$ cat src/rtl/trees_burst_driver.sv
// trees_burst_driver: loads a feature burst into the tree accelerator, starts it, streams predictions back.
// Optional done watchdog: define TREES_DRV_TIMEOUT_EN.
module trees_burst_driver #(
  parameter  int N_FEATURE   = 32,
  parameter  int MAX_BURST   = 5000,
  parameter  int TIMEOUT_CYC = 2**20,
  localparam int BL          = $clog2(MAX_BURST),
  localparam int FA          = $clog2(MAX_BURST*N_FEATURE)
) (
  input  logic          i_clk,
  input  logic          i_rst,
  input  logic          i_cmd_valid,
  output logic          o_cmd_ready,
  input  logic [BL-1:0] i_cmd_burst_len,
  output logic          o_cmd_err,
  input  logic          i_s_feat_valid,
  output logic          o_s_feat_ready,
  input  logic [63:0]   i_s_feat_data,
  output logic          o_m_pred_valid,
  input  logic          i_m_pred_ready,
  output logic [63:0]   o_m_pred_data,
  output logic          o_m_pred_last,
  output logic          o_busy,
  output logic          o_acc_load_features,
  output logic [FA-1:0] o_acc_feature_addr,
  output logic [63:0]   o_acc_features,
  output logic [BL-1:0] o_acc_burst_len,
  output logic          o_acc_start,
  input  logic          i_acc_done,
  output logic [BL-1:0] o_acc_prediction_addr,
  input  logic [63:0]   i_acc_prediction
);
  localparam int WPS = N_FEATURE/2;

  typedef enum logic [2:0] {S_IDLE, S_LOAD, S_START, S_WAIT, S_READ} state_t;

  state_t        r_state, w_next;
  logic [BL-1:0] r_len;
  logic [FA-1:0] r_waddr, r_last_waddr;
  logic [BL-1:0] r_ridx, r_last_ridx;
  logic          r_rd_done;
  logic          r_cmd_err;
  logic          r_pred_valid, r_pred_last;
  logic [63:0]   r_pred_data;

  logic          w_cmd_bad, w_feat_hs, w_out_hs, w_load_out, w_timeout;
  logic [BL:0]   w_len_p7;
  logic [63:0]   w_pred_word;

  // Lanes at or above len%8 in the final word hold stale accelerator data.
  function automatic logic [63:0] f_mask(input logic [63:0] d, input logic [2:0] rem);
    f_mask = d;
    for (int k = 0; k < 8; k++)
      if (rem != 3'd0 && k >= int'(rem)) f_mask[8*k +: 8] = 8'h00;
  endfunction

  assign w_cmd_bad   = (i_cmd_burst_len == '0) || (i_cmd_burst_len > BL'(MAX_BURST));
  assign w_feat_hs   = (r_state == S_LOAD) && i_s_feat_valid;
  assign w_out_hs    = r_pred_valid && i_m_pred_ready;
  assign w_load_out  = (r_state == S_READ) && !r_rd_done && (!r_pred_valid || i_m_pred_ready);
  assign w_len_p7    = {1'b0, i_cmd_burst_len} + (BL+1)'(7);
  assign w_pred_word = (r_ridx == r_last_ridx) ? f_mask(i_acc_prediction, r_len[2:0])
                                               : i_acc_prediction;

`ifdef TREES_DRV_TIMEOUT_EN
  localparam int TW = $clog2(TIMEOUT_CYC+1);
  logic [TW-1:0] r_tcnt;

  always_ff @(posedge i_clk) begin
    if (i_rst || r_state != S_WAIT) r_tcnt <= '0;
    else                            r_tcnt <= r_tcnt + TW'(1);
  end

  assign w_timeout = (r_state == S_WAIT) && !i_acc_done && (r_tcnt == TW'(TIMEOUT_CYC-1));
`else
  assign w_timeout = 1'b0;
`endif

  always_ff @(posedge i_clk) begin
    if (i_rst) r_state <= S_IDLE;
    else       r_state <= w_next;
  end

  always_comb begin
    w_next = r_state;
    case (r_state)
      S_IDLE:  if (i_cmd_valid && !w_cmd_bad) w_next = S_LOAD;
      S_LOAD:  if (w_feat_hs && r_waddr == r_last_waddr) w_next = S_START;
      S_START: w_next = S_WAIT;
      S_WAIT:  if (i_acc_done) w_next = S_READ;
               else if (w_timeout) w_next = S_IDLE;
      S_READ:  if (w_out_hs && r_pred_last) w_next = S_IDLE;
      default: w_next = S_IDLE;
    endcase
  end

  always_comb begin
    o_cmd_ready           = (r_state == S_IDLE);
    o_busy                = (r_state != S_IDLE);
    o_s_feat_ready        = (r_state == S_LOAD);
    o_acc_load_features   = w_feat_hs;
    o_acc_feature_addr    = '0;
    o_acc_features        = '0;
    o_acc_start           = (r_state == S_START);
    o_acc_burst_len       = '0;
    o_acc_prediction_addr = '0;
    if (r_state == S_LOAD) begin
      o_acc_feature_addr = r_waddr;
      o_acc_features     = i_s_feat_data;
    end
    if (r_state == S_START || r_state == S_WAIT || r_state == S_READ)
      o_acc_burst_len = r_len;
    if (r_state == S_READ)
      o_acc_prediction_addr = r_ridx;
  end

  always_ff @(posedge i_clk) begin
    if (i_rst) begin
      r_len        <= '0;
      r_waddr      <= '0;
      r_last_waddr <= '0;
      r_ridx       <= '0;
      r_last_ridx  <= '0;
      r_rd_done    <= 1'b0;
      r_cmd_err    <= 1'b0;
      r_pred_valid <= 1'b0;
      r_pred_last  <= 1'b0;
      r_pred_data  <= '0;
    end else begin
      r_cmd_err <= ((r_state == S_IDLE) && i_cmd_valid && w_cmd_bad) || w_timeout;
      if (r_state == S_IDLE && i_cmd_valid) begin
        r_len        <= i_cmd_burst_len;
        r_waddr      <= '0;
        r_last_waddr <= FA'(i_cmd_burst_len) * FA'(WPS) - FA'(1);
        r_last_ridx  <= BL'((w_len_p7 >> 3) - (BL+1)'(1));
      end
      if (w_feat_hs) r_waddr <= r_waddr + FA'(1);
      if (r_state == S_WAIT) begin
        r_ridx    <= '0;
        r_rd_done <= 1'b0;
      end
      // Read data is combinational on the address, so one output register gives full rate.
      if (w_load_out) begin
        r_pred_data  <= w_pred_word;
        r_pred_valid <= 1'b1;
        r_pred_last  <= (r_ridx == r_last_ridx);
        if (r_ridx == r_last_ridx) r_rd_done <= 1'b1;
        else                       r_ridx    <= r_ridx + BL'(1);
      end else if (w_out_hs) begin
        r_pred_valid <= 1'b0;
        r_pred_last  <= 1'b0;
      end
    end
  end

  assign o_cmd_err      = r_cmd_err;
  assign o_m_pred_valid = r_pred_valid;
  assign o_m_pred_data  = r_pred_data;
  assign o_m_pred_last  = r_pred_last;

endmodule

$ cat config.mk
export PLATFORM = sky130hd
export DESIGN_NAME = trees_burst_driver
export DESIGN_NICKNAME = d
export VERILOG_FILES = /design/src/rtl/trees_burst_driver.sv
export SDC_FILE = /design/constraint.sdc
export NUM_CORES = 1
export LEC_CHECK = 0
export ABC_AREA = 1
export BUFFER_PORTS_ARGS = -buffer_cell sky130_fd_sc_hd__clkbuf_2
export CAP_MARGIN = 40
export CORE_ASPECT_RATIO = 1.1
export CORE_MARGIN = 2
export CORE_UTILIZATION = 30
export CTS_CLUSTER_DIAMETER = 200
export DETAILED_ROUTE_END_ITERATION = 10
export PLACE_DENSITY = 0.57
export SYNTH_ARGS = -nofsm -noshare
export SYNTH_HDL_FRONTEND = slang
export SYNTH_SLANG_ARGS = --single-unit
$ cat constraint.sdc
create_clock -name i_clk -period 1.9 [get_ports i_clk]
set_clock_uncertainty 0.2 [all_clocks]
set_input_delay 0.38 -clock i_clk [delete_from_list [all_inputs] [get_ports i_clk]]
set_output_delay 0.38 -clock i_clk [all_outputs]
set_load 0.05 [all_outputs]
== After elaboration in Yosys (flattened, before gate mapping) ==
Index checks and enable logic that the tools add are counted.

* Bits in registers: 146
* Input bits: 147
* Logic and storage cells: 93

* Add/sub/neg operators: 5
* $lt $le $gt $ge: 8
* Eq/ne operators: 10
* Multiplexer cells: 29
* Reduce and logical (&&, ||, !) cells: 30

{| class="wikitable"
|+ Operators with widths
! operator !! count
|-
| $mux 64 || 2
|-
| $mux 13 || 5
|-
| $mux 8 || 8
|-
| $mux 18 || 3
|-
| $add 18x1->18 const B || 1
|-
| $eq 18x18->1 || 1
|-
| $sub 17x1->18 const B || 1
|-
| $logic_and 1x1->1 || 16
|-
| $pmux 3 s5 || 1
|-
| $add 13x3->14 const B || 1
|-
| $add 13x1->13 const B || 1
|-
| $eq 13x13->1 || 1
|-
| $gt 13x13->1 const B || 1
|-
| $logic_not 13->1 || 1
|-
| $mux 3 || 4
|-
| $sub 11x1->12 const B || 1
|-
| $ge 3x3->1 const A || 3
|-
| $eq 3x2->1 const B || 2
|-
| $ge 1x3->1 const A || 2
|-
| $ge 2x3->1 const A || 2
|-
| $mux 1 || 6
|-
| $ne 2x1->1 const B || 3
|-
| $reduce_bool 3->1 || 2
|-
| $logic_or 1x1->1 || 4
|-
| 7 further kinds || 10
|}

== Logic depth before layout (Yosys ltp) ==
Gate-level depths: netlist (run 1).

* Depth after elaboration: 6
* Depth in mapped cells: 16
* Depth with buffers taken out: 16

== Least setup slack after synthesis (run 1) ==
OpenSTA, ideal clock, no wires.

* Kind: register to register
* From: register r_state[2]
* To: register r_last_ridx[2]
* Library setup time: 0.117 ns
* Data arrival time: 2.046 ns
* Required time: 1.583 ns
* Path slack: -0.463 ns
* Cell stages (with the launch flop): 10
* Clock period less this slack: 2.363 ns
* Cell sequence: dfxtp_1 -> nor2_1 -> nand2_1 -> inv_1 -> nand2_1 -> inv_1 -> clkbuf_1 -> nand2_1 -> o221ai_1 -> inv_1

* Word-level cells in the longest chain between the ends: 2

{| class="wikitable"
|+ RTL lines
! what !! RTL line !! RTL
|-
| start, declared || 37 || <nowiki>state_t r_state, w_next;</nowiki>
|-
| start signal, assigned || 81 || <nowiki>else r_state <= w_next;</nowiki>
|-
| $logic_not 3->1 || n/a ||
|-
| via o_cmd_ready || 13 || <nowiki>output logic o_cmd_ready,</nowiki>
|-
| $logic_and 1x1->1 || 131 || <nowiki>if (r_state == S_IDLE && i_cmd_valid) begin</nowiki>
|-
| end signal, assigned || 135 || <nowiki>r_last_ridx <= BL'((w_len_p7 >> 3) - (BL+1)'(1));</nowiki>
|-
| end, declared || 40 || <nowiki>logic [BL-1:0] r_ridx, r_last_ridx;</nowiki>
|}

The timed path passes the listed nets, and every way through them passes these cells.
A chain may end at the register's enable or synchronous reset.

== Worst setup path after layout (run 1) ==
* From: register r_state[1]
* To: output port o_acc_load_features

* Word-level cells in the longest chain between the ends: 2

{| class="wikitable"
|+ RTL lines
! what !! RTL line !! RTL
|-
| $eq 3x1->1 || 58 || <nowiki>assign w_feat_hs = (r_state == S_LOAD) && i_s_feat_valid;</nowiki>
|-
| $logic_and 1x1->1 || 58 ||
|-
| end, declared || 24 || <nowiki>output logic o_acc_load_features,</nowiki>
|}

No other way between the ends.

==> results.md, run 1 <==
- Tcrit/Tclk final: 119.8%
- Hold slack final: 0.02915 ns
- Routability Congestion: 0.9235
- Crit path arrival time: 1.70 ns
- Critical path class: reg2out
- Switching share of power: 48.49%
- Hold Fails Final Rpt: 0
- Worst setup SP type: flip-flop
- CP max FO: 7
- DP Area: 12470 µm²
- Tmin final: between 2 and 2.5 ns
- Failing checks: setup timing
- DP HPWL: 23.55 mm
- Slowest cell on the critical path: dfxtp_4
- Leakage: 7.823 nW
- EDFF count, synth: 0
- Global-route wire length before repair: 53.38 mm
- Die height: about 180 µm
- Initial DRC count: 805
- Worst vdd ir: 1.089 mV
- Grt total ovfl: 0
- Die area: 30540 µm²
- Layout Nets: 2138
- P_sw: 0.01128 W
- Pwr Density: ~1400 nW/µm²
- Initial antenna violation count: 1
- Vias in the first global route: 10223
- Maxcap violations: 0
- # setup viols final: 152
- Slew @ Worst Pin: 0.3801 ns
- Most used DFF post-synth: dfxtp_1
- Drt total wl: 37.54 mm
- Root buf cell: clkbuf_16
- Reg-to-reg slack, setup: -0.15 ns
- # IOs: between 300 and 400
- Sequential share of the synthesized area: around 32%
- Distinct cells, synth: 39
- DR WL/cell: 15.85 µm
- Die X: 166.8 µm
- # rows: between 60 and 70
- CTS tree: done
- Clock network power share: 15.3%
- Largest net degree at the start of global routing: 66
- TNS Setup: -33.60 ns
- Detailed-route via count: 11457
- Layout filler cell count: 2514
- Clk_lat worst skew: 0.42 ns
- Synthesized area: 8747 µm²
- Initial core utilization: 30.47%
- Most used cell, CP: buf_6
- Slew headroom: 74.47%
- Data required, critical path: 1.32 ns
- Cells after Synth: 1510
- H-tree depth: 4
- Synth warnings: 0
- Worst-path clk slew: 0.06 ns
- Endpoint type of the worst setup path: primary output
- Worst path max stage delay: 0.35 ns
- Final slew viol count: 0
- CP startpoint: r_state[1]$_SDFFE_PP0P_
- Syn-to-layout area delta: 90.60%
- Max frequency: 439.3 MHz
- Synth async-reset ratio: 0%
- Cell Chain, Critical Path: inv_2, nand3_4, buf_6, buf_6, nor2_4, buf_6, buf_12
- Drt drc: 0
- Post-route cell area: 16670 µm²
- GRT Overall Usage: 21.47%
- Hold Crit Start: i_acc_prediction[7]
- RSZ-0062 raised after global routing: yes
- Reg power frac: 18.3%
- Num Clock Sinks: around 140
- CTS Buf Count: 17
- Clock tree buffer depth: 2
- Core Box Area: approximately 29000 µm²
- Buffers on Ports: approximately 330
- Vias per cell: 4.838
- Combinational share of power: around two thirds
- Power Internal: 0.01198 W
- Pre-antenna DRT Iters: 5
- Share of layout cells above drive strength 1: a little over two fifths
- Final ANT Viol Nets: 0
- Hold crit path type: in2reg
- Syn_area_per_cell: 5.793 µm²
- Status: finished, violations left
- Final Worst Setup Slack: -0.3764 ns
- Syn Nets: 1662
- R2r startpoint: r_state[1]$_SDFFE_PP0P_
- FF+latch count, synth: 141
cells in the mapped netlist, types with 2 or more instances:
cell	n	share of area, %
a211oi_1	4	0.34
a21oi_1	65	3.7
a221oi_1	2	0.20
a22oi_1	3	0.26
a31oi_1	4	0.29
buf_1	6	0.26
buf_2	31	1.8
clkbuf_1	32	1.4
dfxtp_1	141	32
ha_1	5	0.72
inv_1	255	11
inv_2	4	0.17
nand2_1	354	15
nand2_2	5	0.36
nand3_1	125	7.2
nand3b_1	18	1.5
nand4_1	22	1.6
nor2_1	320	14
nor2_2	2	0.14
nor3_1	7	0.40
nor3_2	2	0.23
o21ai_0	65	3.7
o21ai_1	3	0.17
o21bai_1	2	0.17
o221ai_1	5	0.50
xnor2_1	7	0.70
xor2_1	9	0.90
logic make-up after synthesis:
| family | synth area share [%] |
|---|---|
| AOI/OAI and AO/OA | 9.855 |
| DFF | 32.27 |
| adders and majority gates | 0.7152 |
| xor gates and xnor gates | 1.602 |
| buffers and inverters | 14.73 |
| and+or+nand+nor | 40.82 |
through the flow:
stage | util [%] | setup slack [ns] | cells | power (W)
floorplan | - | -0.2845 | 1510 | 0.01095
global placement | 43.45 | -0.3175 | 2258 | 0.01432
detailed placement | 43.45 | -0.3484 | 2258 | 0.01440
CTS | 51.34 | -0.3939 | 2326 | 0.01982
global route | 58.07 | -0.4270 | 2368 | 0.02438
finish | 58.07 | -0.3764 | 2368 | 0.02326
critical path: cells and delay by family (launching register included):
family	cells	cell delay, ns
buffers and inverters	5	0.65
AND/OR/NAND/NOR	2	0.28
flip-flops	1	0.35
cell type report:
class | count | area [µm²] | share of cell area [%]
Antenna cell | 1 | 2.502 | 0.01501
Clock buffer | 18 | 429.2 | 2.574
Inverter | 259 | 1002 | 6.011
Sequential cell | 141 | 2865 | 17.19
Multi-Input combinational cell | 1039 | 6356 | 38.12
Clock inverter | 14 | 177.7 | 1.066
Timing Repair Buffer | 528 | 5379 | 32.26
Tap cell | 368 | 460.4 | 2.762
final timing paths:
| kind | endpoint | cells after the start |
|---|---|---|
| worst min-delay path | o_m_pred_data[7]$_SDFFE_PP0P_ | 3 |
| worst max-delay path | o_acc_load_features | 7 |
| worst max register to register | r_waddr[8]$_SDFFE_PP0P_ | 11 |
| worst min register to register | r_len[10]$_SDFFE_PP0P_ | 2 |
cells in the final DEF (no fill, tap or decap), types with 19 or more instances in the layout:
master and n:
o21ai_0 57, dfxtp_1 119, buf_12 71, nand3_1 76, nand2_1 289, nand2_4 40
nor2_4 115, dlygate4sd3_1 19, nand2_2 28, nand3_2 46, inv_1 239, clkbuf_2 213
a21oi_1 58, buf_4 116, nand4_1 22, buf_8 66, clkbuf_16 36, nor2_1 193
state kept, by name, indices dropped and copies added (netlist names), 3 cells and up:
register	count
o_m_pred_data	64
r_waddr	18
r_last_ridx	11
r_state	3
r_len	13
r_last_waddr	15
r_ridx	13
power groups by stage:
stage	logic [W]	registers, W	clock network [W]
global route	0.0163	0.00434	0.00375
global placement	0.0101	0.00424	0
detailed placement	0.0101	0.00425	0
finish	0.0154	0.00425	0.00355
floorplan	0.00522	0.00573	0
CTS	0.0120	0.00421	0.00362
what timing repair did:
| action | in CTS | in global routing |
|---|---|---|
| endpoints found under the setup margin | 138 | 226 |
| hold buffers | 19 | 0 |
| hold endpoints to repair | 19 | 0 |
| cloned | 5 | 21 |
| pin swaps | 10 | 70 |
| buffers inserted | 15 | 25 |
| gates resized for setup | 329 | 375 |
per-layer routing:
metal | global-route usage (%) | part of all wire [%] | vias up
met3 | 3.431 | 5.2 | 85
met5 | 0 | 0 | -
met4 | 8.448 | 3.2 | 0
li1 | - | - | 5620
met2 | 36.00 | 50 | 403
met1 | 27.69 | 42 | 5349
(Power assumes the default switching activity.)
==> run 2, diff against run 1 <==
--- a/config.mk
+++ b/config.mk
@@ -14,6 +14,7 @@
 export CTS_CLUSTER_DIAMETER = 200
 export DETAILED_ROUTE_END_ITERATION = 10
 export PLACE_DENSITY = 0.57
+export REMOVE_ABC_BUFFERS = 1
 export SYNTH_ARGS = -nofsm -noshare
 export SYNTH_HDL_FRONTEND = slang
 export SYNTH_SLANG_ARGS = --single-unit
==> run 2 against run 1 <==
Net effect: the run still ends with setup timing left; setup slack better by 0.062 ns; largest cell class unchanged; core utilization is 0.49 points lower; combinational power shrank 3%; flip-flop and latch count unchanged; design area decreased by 0.84%; first-iteration DRC count fell by 37%; critical endpoint is now o_acc_features[25]; clock power grew 7.0%; clock-buffer cell count is 1 higher.
==> results.md, run 2 (same netlist as run 1, synthesis figures left out) <==
- Clk_lat worst skew: 0.44 ns
- Antenna Cells: 0
- Largest net degree at the start of global routing: 66
- Layout Nets: 2141
- Clock tree buffer depth: 2
- Core Box Area: 28710 µm²
- Worst-path clk slew: 0.06 ns
- Worst R2R Path Depth: 11
- P_sw: 0.01114 W
- # IOs: between 300 and 400
- Data required, critical path: between 1 and 1.5 ns
- Crit path arrival time: 1.63 ns
- Root buf cell: clkbuf_16
- DR WL/cell: 16.63 µm
- DP HPWL: 27.09 mm
- Initial core utilization: 30.47%
- Vias in the first global route: 10560
- Pwr Density: 1388 nW/µm²
- Vias per cell: 4.844
- Syn-to-layout area delta: 89.00%
- Tmin final: 2.215 ns
- Hold Crit Start: i_acc_prediction[0]
- Num Clock Sinks: 141
- Global-route wire length before repair: 55.70 mm
- Slew headroom: 50.88%
- CTS Buf Count: 17
- Grt total ovfl: 0
- Final Util: 57.59%
- Pre-antenna DRT Iters: 5
- # rows: 65
- # setup viols final: ~170
- Hold EP: o_m_pred_data[0]$_SDFFE_PP0P_
- Clock network power share: 16.5%
- Detailed-route via count: 11481
- Status: finished, violations left
- Final ANT Viol Nets: 0
- Die X: 166.8 µm
- Hold path cells: 3
- Die height: 183.1 µm
- Endpoint type of the worst setup path: primary output
- Hold Fails Final Rpt: 0
- Combinational share of power: 65.0%
- Worst vdd ir: 0.8591 mV
- Cells after DPL: between 2000 and 2500
- CP max FO: 7
- Commonest non-fill, non-tap cells in the layout: nand2_1 (297), inv_1 (246), clkbuf_2 (213), nor2_1 (200), buf_4 (135)
- Layout filler cell count: 2564
- Reg2reg end: o_m_pred_data[42]$_SDFFE_PP0P_
- Layout Cells excl Fill: 2370
- Critical path class: reg2out
- Hold crit path type: in2reg
- Maxcap violations: 0
- Switching share of power: 48.57%
- Final slew viol count: 0
- Slew @ Worst Pin: roughly 0.73 ns
- H-tree depth: 4
- Worst setup SP type: flip-flop
- Max reg flops: 64
- Leakage: approximately 7.8 nW
- Reg-to-reg slack, setup: -0.14 ns
- Pre-CTS setup slack: -0.3762 ns
- Max frequency: around 450 MHz
- R2r startpoint: r_ridx[10]$_SDFF_PP0_
- Share of layout cells above drive strength 1: a little over two fifths
- GRT Overall Usage: between 20% and 30%
- Hold slack final: 0.007708 ns
- CTS tree: done
- Initial DRC count: just over 500
- Die area: ~31000 µm²
- Drt total wl: 39.41 mm
- Power Internal: 0.01180 W
- Reg power frac: 18.5%
- Tcrit/Tclk final: 116.6%
- Drt drc: 0
- Initial antenna violation count: 1
- Buffers on Ports: 326
- Routability Congestion: 0.9014
- Failing checks: setup timing
- Commonest non-fill, non-tap cell in the layout: nand2_1
- RSZ-0062 raised after global routing: yes
- Final Worst Setup Slack: -0.3149 ns
run 2: critical path, cell delays in order (launching register included):
cell and delay (ns):
dfxtp_4 0.36, inv_4 0.07, nand3_4 0.09, buf_12 0.17
buf_16 0.16, nor2_4 0.09, buf_6 0.12, buf_12 0.13
run 2: cell type report:
cell class              count  area [µm²]  share of cell area, %
clock buffers              19       442.9                  2.679
clock inverters            13       210.2                  1.271
inverters                 259       988.4                  5.979
multi-input cells        1040        6217                  37.61
flip-flops and latches    141        2864                  17.32
well taps                 368       460.4                  2.785
repair buffers            529        5344                  32.32
repair inverters            1       5.005                0.03027
run 2: routing by layer:
metal | global-route usage (%) | share of wire (%) | wire, µm
met5 | 0 | 0.028 | 11
met4 | 10.07 | 4.3 | 1708
met3 | 3.410 | 4.5 | 1755
met2 | 43.17 | 52 | 20550
met1 | 25.76 | 39 | 15380
run 2: through the flow:
stage	instance area, µm²	setup TNS, ns	power, W
CTS	14890	-31.79	0.02000
floorplan	8431	-357.47	0.01047
global placement	12980	-4.185	0.01485
global route	16530	-44.45	0.02401
detailed placement	12980	-4.928	0.01495
finish	16530	-32.54	0.02294
run 2: what timing repair did:
item                                    4_1_cts  5_1_grt
pin swaps                                     6       55
setup buffers                                10       16
endpoints found under the setup margin      154      218
endpoints found under the hold margin        17        0
gates resized for setup                     258      327
gates cloned                                  2       16
hold buffers                                 17        0
run 2: worst max-delay path by stage:
stage	startpoint	endpoint	slack, ns
after floorplan	r_state[1]$_SDFFE_PP0P_	r_waddr[2]$_SDFFE_PP0P_	-2.59
after global placement	i_cmd_burst_len[0]	r_last_ridx[6]$_SDFFE_PP0P_	-0.41
after detailed placement	i_cmd_burst_len[0]	r_last_ridx[6]$_SDFFE_PP0P_	-0.38
after CTS	r_state[1]$_SDFFE_PP0P_	o_acc_features[58]	-0.35
after global routing	r_state[2]$_SDFFE_PP0P_	o_acc_features[44]	-0.38
final	r_state[1]$_SDFFE_PP0P_	o_acc_features[25]	-0.31
run 2: power groups by stage:
stage	Sequential, W	Clock, W	Combinational, W
3_3_place_gp	0.00422	0	0.0106
5_1_grt	0.00433	0.00398	0.0157
3_5_place_dp	0.00423	0	0.0107
2_1_floorplan	0.00572	0	0.00475
6_report	0.00424	0.00380	0.0149
4_1_cts	0.00420	0.00384	0.0120
